===== src/rtl/hazard_if.sv =====
// Handshake bundle between ID-stage decode and the hazard/forwarding controller.
// Carries stall_cnt only when HAZARD_STALL_CNT_EN is defined.
interface hazard_if #(
  parameter int RA_W  = 5,
  parameter int CNT_W = 32
);
  logic [RA_W-1:0]  id_rs;
  logic [RA_W-1:0]  id_rt;
  logic             id_use_rs;
  logic             id_use_rt;
  logic             id_wreg;
  logic             id_m2reg;
  logic [RA_W-1:0]  id_rn;
  logic             id_flush;
  logic             loaddepen;
  logic [1:0]       fwda;
  logic [1:0]       fwdb;
`ifdef HAZARD_STALL_CNT_EN
  logic [CNT_W-1:0] stall_cnt;

  modport master (
    output id_rs, id_rt, id_use_rs, id_use_rt, id_wreg, id_m2reg, id_rn, id_flush,
    input  loaddepen, fwda, fwdb, stall_cnt
  );
  modport slave (
    input  id_rs, id_rt, id_use_rs, id_use_rt, id_wreg, id_m2reg, id_rn, id_flush,
    output loaddepen, fwda, fwdb, stall_cnt
  );
`else
  modport master (
    output id_rs, id_rt, id_use_rs, id_use_rt, id_wreg, id_m2reg, id_rn, id_flush,
    input  loaddepen, fwda, fwdb
  );
  modport slave (
    input  id_rs, id_rt, id_use_rs, id_use_rt, id_wreg, id_m2reg, id_rn, id_flush,
    output loaddepen, fwda, fwdb
  );
`endif
endinterface


===== src/rtl/hazard_ctrl.sv =====
// Load-use stall and ID-stage forwarding select for the 5-stage pipeline.
// Optional stall-cycle counter enabled by defining HAZARD_STALL_CNT_EN.
module hazard_ctrl #(
  parameter int RA_W  = 5,
  parameter int CNT_W = 32
) (
  input  logic     clk,
  input  logic     clrn,
  hazard_if.slave  hz
);

  // Shadow copies of the EX and MEM destination info
  logic            ewreg_q, em2reg_q, mwreg_q, mm2reg_q;
  logic [RA_W-1:0] ern_q, mrn_q;
  logic            ewreg_d, em2reg_d, mwreg_d, mm2reg_d;
  logic [RA_W-1:0] ern_d, mrn_d;
  logic            loaddepen_s;
  logic [1:0]      fwda_s, fwdb_s;

  // Youngest non-load producer wins; r0 never forwards
  function automatic logic [1:0] fwd_sel(
    input logic            use_src,
    input logic [RA_W-1:0] src,
    input logic            ewreg, em2reg,
    input logic [RA_W-1:0] ern,
    input logic            mwreg, mm2reg,
    input logic [RA_W-1:0] mrn
  );
    logic [1:0] sel;
    if (!use_src) begin
      sel = 2'b00;
    end else if (ewreg && !em2reg && (ern != {RA_W{1'b0}}) && (ern == src)) begin
      sel = 2'b01;
    end else if (mwreg && mm2reg && (mrn != {RA_W{1'b0}}) && (mrn == src)) begin
      sel = 2'b11;
    end else if (mwreg && !mm2reg && (mrn != {RA_W{1'b0}}) && (mrn == src)) begin
      sel = 2'b10;
    end else begin
      sel = 2'b00;
    end
    return sel;
  endfunction

  // Stall detection, forwarding selects and next shadow-slot contents
  always_comb begin
    loaddepen_s = 1'b0;
    ewreg_d     = 1'b0;
    em2reg_d    = 1'b0;
    ern_d       = {RA_W{1'b0}};
    if (ewreg_q && em2reg_q && (ern_q != {RA_W{1'b0}}) &&
        ((hz.id_use_rs && (ern_q == hz.id_rs)) || (hz.id_use_rt && (ern_q == hz.id_rt)))) begin
      loaddepen_s = 1'b1;
    end else begin
      loaddepen_s = 1'b0;
    end
    fwda_s = fwd_sel(hz.id_use_rs, hz.id_rs, ewreg_q, em2reg_q, ern_q, mwreg_q, mm2reg_q, mrn_q);
    fwdb_s = fwd_sel(hz.id_use_rt, hz.id_rt, ewreg_q, em2reg_q, ern_q, mwreg_q, mm2reg_q, mrn_q);
    // A stalled or squashed instruction leaves a bubble behind it
    if (!loaddepen_s && !hz.id_flush) begin
      ewreg_d  = hz.id_wreg;
      em2reg_d = hz.id_m2reg;
      ern_d    = hz.id_rn;
    end else begin
      ewreg_d  = 1'b0;
      em2reg_d = 1'b0;
      ern_d    = {RA_W{1'b0}};
    end
    mwreg_d  = ewreg_q;
    mm2reg_d = em2reg_q;
    mrn_d    = ern_q;
  end

  // Shadow slot registers
  always_ff @(posedge clk or negedge clrn) begin
    if (!clrn) begin
      ewreg_q  <= 1'b0;
      em2reg_q <= 1'b0;
      ern_q    <= {RA_W{1'b0}};
      mwreg_q  <= 1'b0;
      mm2reg_q <= 1'b0;
      mrn_q    <= {RA_W{1'b0}};
    end else begin
      ewreg_q  <= ewreg_d;
      em2reg_q <= em2reg_d;
      ern_q    <= ern_d;
      mwreg_q  <= mwreg_d;
      mm2reg_q <= mm2reg_d;
      mrn_q    <= mrn_d;
    end
  end

  assign hz.loaddepen = loaddepen_s;
  assign hz.fwda      = fwda_s;
  assign hz.fwdb      = fwdb_s;

`ifdef HAZARD_STALL_CNT_EN
  logic [CNT_W-1:0] stall_cnt_q, stall_cnt_d;

  // Stall cycle counter, wraps naturally
  always_comb begin
    stall_cnt_d = stall_cnt_q;
    if (loaddepen_s) begin
      stall_cnt_d = stall_cnt_q + {{(CNT_W-1){1'b0}}, 1'b1};
    end else begin
      stall_cnt_d = stall_cnt_q;
    end
  end

  // Stall counter register
  always_ff @(posedge clk or negedge clrn) begin
    if (!clrn) begin
      stall_cnt_q <= {CNT_W{1'b0}};
    end else begin
      stall_cnt_q <= stall_cnt_d;
    end
  end

  assign hz.stall_cnt = stall_cnt_q;
`endif

endmodule


===== src/flat_wrapper.sv =====
// flat-port wrapper written by rule: the top's interface ports become plain ports
module hazard_ctrl_flat 
#(
  parameter int RA_W  = 5,
  parameter int CNT_W = 32
)
  (clk, clrn, hz_id_rs, hz_id_rt, hz_id_use_rs, hz_id_use_rt, hz_id_wreg, hz_id_m2reg, hz_id_rn, hz_id_flush, hz_loaddepen, hz_fwda, hz_fwdb);
  hazard_if #(.RA_W(RA_W), .CNT_W(CNT_W)) hz_i ();
  input  logic clk;
  input  logic clrn;
  input wire logic [$bits(hz_i.id_rs)-1:0] hz_id_rs;
  input wire logic [$bits(hz_i.id_rt)-1:0] hz_id_rt;
  input wire logic [$bits(hz_i.id_use_rs)-1:0] hz_id_use_rs;
  input wire logic [$bits(hz_i.id_use_rt)-1:0] hz_id_use_rt;
  input wire logic [$bits(hz_i.id_wreg)-1:0] hz_id_wreg;
  input wire logic [$bits(hz_i.id_m2reg)-1:0] hz_id_m2reg;
  input wire logic [$bits(hz_i.id_rn)-1:0] hz_id_rn;
  input wire logic [$bits(hz_i.id_flush)-1:0] hz_id_flush;
  output wire logic [$bits(hz_i.loaddepen)-1:0] hz_loaddepen;
  output wire logic [$bits(hz_i.fwda)-1:0] hz_fwda;
  output wire logic [$bits(hz_i.fwdb)-1:0] hz_fwdb;
  assign hz_i.id_rs = hz_id_rs;
  assign hz_i.id_rt = hz_id_rt;
  assign hz_i.id_use_rs = hz_id_use_rs;
  assign hz_i.id_use_rt = hz_id_use_rt;
  assign hz_i.id_wreg = hz_id_wreg;
  assign hz_i.id_m2reg = hz_id_m2reg;
  assign hz_i.id_rn = hz_id_rn;
  assign hz_i.id_flush = hz_id_flush;
  assign hz_loaddepen = hz_i.loaddepen;
  assign hz_fwda = hz_i.fwda;
  assign hz_fwdb = hz_i.fwdb;
  hazard_ctrl #(.RA_W(RA_W), .CNT_W(CNT_W)) u_core (.clk(clk), .clrn(clrn), .hz(hz_i));
endmodule

===== config.mk =====
export PLATFORM = sky130hd
export DESIGN_NAME = hazard_ctrl_flat
export DESIGN_NICKNAME = d
export VERILOG_FILES = /design/src/rtl/hazard_if.sv /design/src/rtl/hazard_ctrl.sv /design/src/flat_wrapper.sv
export SDC_FILE = /design/constraint.sdc
export NUM_CORES = 1
export LEC_CHECK = 0
export BUFFER_PORTS_ARGS = -buffer_cell sky130_fd_sc_hd__buf_2
export CAP_MARGIN = 15
export CORE_MARGIN = 8
export CORE_UTILIZATION = 45
export CTS_BUF_LIST = sky130_fd_sc_hd__clkbuf_2 sky130_fd_sc_hd__clkbuf_4 sky130_fd_sc_hd__clkbuf_8
export DETAILED_ROUTE_END_ITERATION = 10
export GPL_TIMING_DRIVEN = 0
export PLACE_DENSITY_LB_ADDON = 0.08
export SYNTH_ARGS = -nofsm -noshare
export SYNTH_HDL_FRONTEND = slang
export SYNTH_SLANG_ARGS = --single-unit

===== constraint.sdc =====
create_clock -name clk -period 1.62 [get_ports clk]
set_input_delay 0.324 -clock clk [delete_from_list [all_inputs] [get_ports clk]]
set_output_delay 0.324 -clock clk [all_outputs]
set_load 0.02 [all_outputs]

After elaboration in Yosys (flattened, before gate mapping)
Index checks and enable logic that the tools add are counted.
W data, S select, Z words.
{ "op_classes": {"reduce_logical": 25, "n_mux": 12, "n_eq_ne": 4} }
{ "ops": {"columns": ["operator", "count"], "rows": [
  ["$eq A5 B5 Y1", 4],
  ["$logic_and A1 B1 Y1", 18],
  ["$mux W2", 8],
  ["$reduce_bool A5 Y1", 2],
  ["$mux W5", 1],
  ["$logic_not A1 Y1", 4],
  ["$mux W1", 3],
  ["$logic_or A1 B1 Y1", 1]
]} }
{ "totals": {"elab_cells": 47, "ff_bits": 14, "out_inout_bits": 5} }

Logic depth before layout (Yosys ltp)
{ "depth": {"ltp_word": 8, "mapped_depth": 5} }

Worst setup path before layout
OpenSTA, ideal clock, no wires.
{ "synth_path": {"path_type": "register -> output", "start": "register u_core.ern_q[0]", "end": "output hz_fwda[1]", "stages_incl_launch_ff": 6, "n_path_buf": 0, "setup_slack_ns": -0.468, "arrival_time_ns": 1.764, "path_cell_list": "dfrtp_1 or4_1 o21ai_2 or2b_4 nor2_1 nor3_1"} }
{ "synth_via": {"elab_chain_len": 5, "word_cells_on_any_way": 6, "cone_classes": "eq/ne: 1; mux: 2; reduce/logical: 3"} }
{ "synth_rtl": {"columns": ["element", "line_no", "rtl"], "rows": [
  ["from (decl)", "hazard_ctrl.sv:14", "logic [RA_W-1:0] ern_q, mrn_q;"],
  ["from (signal assigned)", "hazard_ctrl.sv:78", "ern_q <= {RA_W{1'b0}};"],
  ["from (signal assigned)", "hazard_ctrl.sv:85", "ern_q <= ern_d;"],
  ["$reduce_bool A5 Y1", "hazard_ctrl.sv:32", "end else if (ewreg && !em2reg && (ern != {RA_W{1'b0}}) && (ern == src)) begin"],
  ["$logic_and A1 B1 Y1", "hazard_ctrl.sv:32", null],
  ["$logic_and A1 B1 Y1 *", "hazard_ctrl.sv:32", null],
  ["$mux W2 *", "hazard_ctrl.sv:32", null],
  ["$mux W2 *", "hazard_ctrl.sv:30", "if (!use_src) begin"],
  ["to (decl)", "flat_wrapper.sv:20", "output wire logic [$bits(hz_i.fwda)-1:0] hz_fwda;"]
]} }
Every way passes the cells marked *; elsewhere a longest branch is shown, timed or not.

Worst setup path after layout
{ "layout_path": {"start": "register u_core.ern_q[1]", "end": "output hz_fwda[1]"} }
The elaborated chain is that of the path after synthesis.

==> summary.txt <==
Largest net degree at the start of global routing -> 15
Failing checks -> setup timing
H-Tree Depth -> 1
DPL Wire Length -> 1.321 mm
Final worst slack -> -0.5136 ns
Peak Freq -> 468.7 MHz
Most common cell in the synthesized netlist -> xor2_1
Post-Synth XOR/XNOR Area -> 23.77%
WHS -> 0.2996 ns
P&R area growth vs syn -> 55.35%
GPL Wtd Cong -> 0.8491
Post-Syn Instances -> 67
Register area -> 351.6 sq um
WL/cell -> 14.01 microns
Hold Path Class -> input pin to flip-flop
Final #Nets -> 130
Net Count, Synth -> 89
DR iter-0 viols -> 3
Final Skew -> 0.0006777 ns
IO Count -> 27
Mapped cell area -> 737.0 sq um
Slew @ Worst Pin -> 0.2943 ns
Status -> finished, violations left
Chip width -> 56.47 microns
Cell family with most CP delay -> simple AND/OR/NAND/NOR gates
Synth Warn # -> 0
Leakage -> 0.5307 nW
Register area share after synthesis -> 47.54%
Multi-input gate area -> 496.7 sq um
DRC -> 0
Finished Layout Cells -> 123
Worst slack at placement -> -0.5055 ns
Ys flop type -> dfrtp_1
Int Power -> 0.0005863 W
CP max-delay cell -> or4_4
Number of flops mapped to enable cells by yosys -> 0
Placed Area -> 909.6 sq um
Overall Global Routing Usage -> 11.52%
CTS tree -> done
Vias post-DR -> 633
Critical path peak fanout -> 4
RSZ-0062 raised after global routing -> yes
Initial Util -> 48.36%
Max stage delay on crit path -> 0.53 ns
Fin area -> 0.001145 sq mm
Syn_area_per_cell -> 11.00 sq um
CTS root buffer -> clkbuf_4
Asr flop ratio synth -> 100.0%
Port Buf Inserts -> 26
Required @ worst endpoint -> 1.30 ns
WS Path Type -> flip-flop to primary output
GR Overflow Total -> 0
Sw power -> 0.0001971 W
First-pass GRT wire length -> 3.056 mm
Rows -> 14
Final hold viol count -> 0
Crit path DAT -> 1.81 ns
Clk pwr share -> 30.5%
Synth Area in Compound Gates -> 7.301%
Via count of the first global-routing pass -> 740
Synth area leader -> dfrtp_1
Register-to-Register Path Depth -> 7
Synth cell types -> 17
Hold path depth -> 2
Buf/Inv on CP -> 1
Period utilization -> 131.7%
# clock sinks -> 14
CP cell instances -> or4_4, o21ai_4, or2b_4, nor2_2, nor3_4, buf_6
Post-Route WL -> 1.723 mm
Mux share of post-synthesis cell area -> 0%
Clk slew on worst S/H paths -> 0.08 ns
Final core occ -> 75.12%
Commonest cells post-synth -> xor2_1 (18), dfrtp_1 (14), nor3b_1 (7)
Worst-skew pair later-pin latency -> 0.27 ns
Initial antenna violation count -> 0
Sw frac -> 25.16%
Largest cells by area after synthesis -> dfrtp_1 (48%), xor2_1 (21%), nor3b_1 (7.1%), a211oi_4 (2.7%), nand3_1 (2.7%)
Pwr Density -> 684.3 mW/mm^2
Worst path depth -> 6
Worst slew margin -> 80.38%
Post-DRT Antenna Nets -> 0
MaxCap Viol Count -> 0
Synth Area in Simple Gates -> 20.88%
Share of cells above drive strength 1 -> 58.88%
CTS Buf Count -> 3
Die Ht -> 56.47 microns
Vias per inst -> 5.146
Fin crit period -> 2.134 ns
Final setup vio count -> 12
Flops & latches, synth -> 14
Die area -> 0.003189 sq mm
TritonRoute pass-1 iters -> 4
Post-synthesis adder-cell area fraction -> 0%
Inst Count DP -> 109
Sequential power share -> 49.4%
Filler instances -> 120
Post-synth top area share -> 47.54%
Max-slew violation count -> 0
CTS max path bufs -> 2
Peak supply drop -> 0.5584 mV
Combinational power share -> 20.0%
Startpoint types -> flip-flop
Crit. End Element -> primary output
# diodes -> 0
Core Area -> 0.001524 sq mm
Largest family of logic cells by synthesized area -> XOR/XNOR gates
## metal layers
metal	vias to the layer above	GRT usage, %	routed length (microns)
met2	20	20.53	909
met1	295	11.62	659
li1	316	-	-
met4	0	5.155	8
met5	-	0	0
met3	2	4.045	145
## kinds of logic (layout without fill, tap and decap cells)
| logic type | after synthesis | after routing |
|---|---|---|
| simple gates | 26 | 26 |
| flops | 14 | 14 |
| xor+xnor | 20 | 20 |
| compound gates | 6 | 6 |
| buf+inv | 1 | 41 |
## repair_timing
item                                   in CTS  in global routing
gates resized for setup                    24                  7
hold buffers                                1                  0
setup endpoints to repair                  12                 12
setup buffers                               8                  3
endpoints found under the hold margin      14                  0
pin swaps                                   4                  5
## worst register-to-register path, stage by stage, from the launching register on
cell and delay, ns:
dfrtp_1 0.42, buf_4 0.15, xor2_1 0.16, nor3_2 0.21, nand3_2 0.15, a211oi_4 0.28, buf_6 0.18, nor3b_2 0.05
## stage by stage
step / power, W / setup TNS [ns]
6_report: 0.0007834 / -3.091
5_1_grt: 0.0008278 / -4.051
4_1_cts: 0.0007835 / -3.435
3_5_place_dp: 0.0005069 / -3.167
3_3_place_gp: 0.0005039 / -2.904
2_1_floorplan: 0.0004528 / -0.9741
## final cells by class
| type | count | area share (%) |
|---|---|---|
| Multi-Input combinational cell | 52 | 43.39 |
| Sequential cell | 14 | 30.71 |
| Timing Repair Buffer | 36 | 20.66 |
| Clock buffer | 4 | 3.169 |
| Tap cell | 16 | 1.749 |
| Inverter | 1 | 0.3279 |
## state kept, by name, summed over array words and instances (netlist names)
signal	flops
u_core.ewreg_q	1
u_core.ern_q	5
u_core.mwreg_q	1
u_core.mm2reg_q	1
u_core.em2reg_q	1
u_core.mrn_q	5
## cells in the final DEF, fill, tap and decap left out, types with 2 or more instances in the layout
cell	instances
buf_2	22
buf_4	8
buf_6	5
clkbuf_4	3
dfrtp_1	13
nand2_1	2
nand3_1	2
nand3_2	2
nor2_1	2
nor2_2	2
nor3_2	2
nor3_4	2
nor3b_2	7
nor4_2	2
o22ai_1	2
or4_4	2
xnor2_1	2
xor2_1	18
## worst paths after layout
path                            slack, ns             from               to
min in group asynchronous            0.47             clrn  u_core.ern_q[3]
worst min register to register       0.38  u_core.em2reg_q  u_core.mm2reg_q
worst max-delay path                -0.51  u_core.ern_q[1]       hz_fwda[1]
worst max register to register      -0.10  u_core.ern_q[2]   u_core.ewreg_q
max in group asynchronous            0.90             clrn  u_core.mrn_q[4]
worst min-delay path                 0.30      hz_id_rn[0]  u_core.ern_q[0]
## power groups by stage
| stage | logic, W | registers, W | clock network [W] |
|---|---|---|---|
| after floorplan | 0.0000643 | 0.000389 | 0 |
| after global placement | 0.000111 | 0.000393 | 0 |
| after detailed placement | 0.000113 | 0.000394 | 0 |
| after CTS | 0.000150 | 0.000386 | 0.000248 |
| after global routing | 0.000174 | 0.000389 | 0.000265 |
| final | 0.000157 | 0.000387 | 0.000239 |
Note: power is estimated with default switching activity, not from simulation.
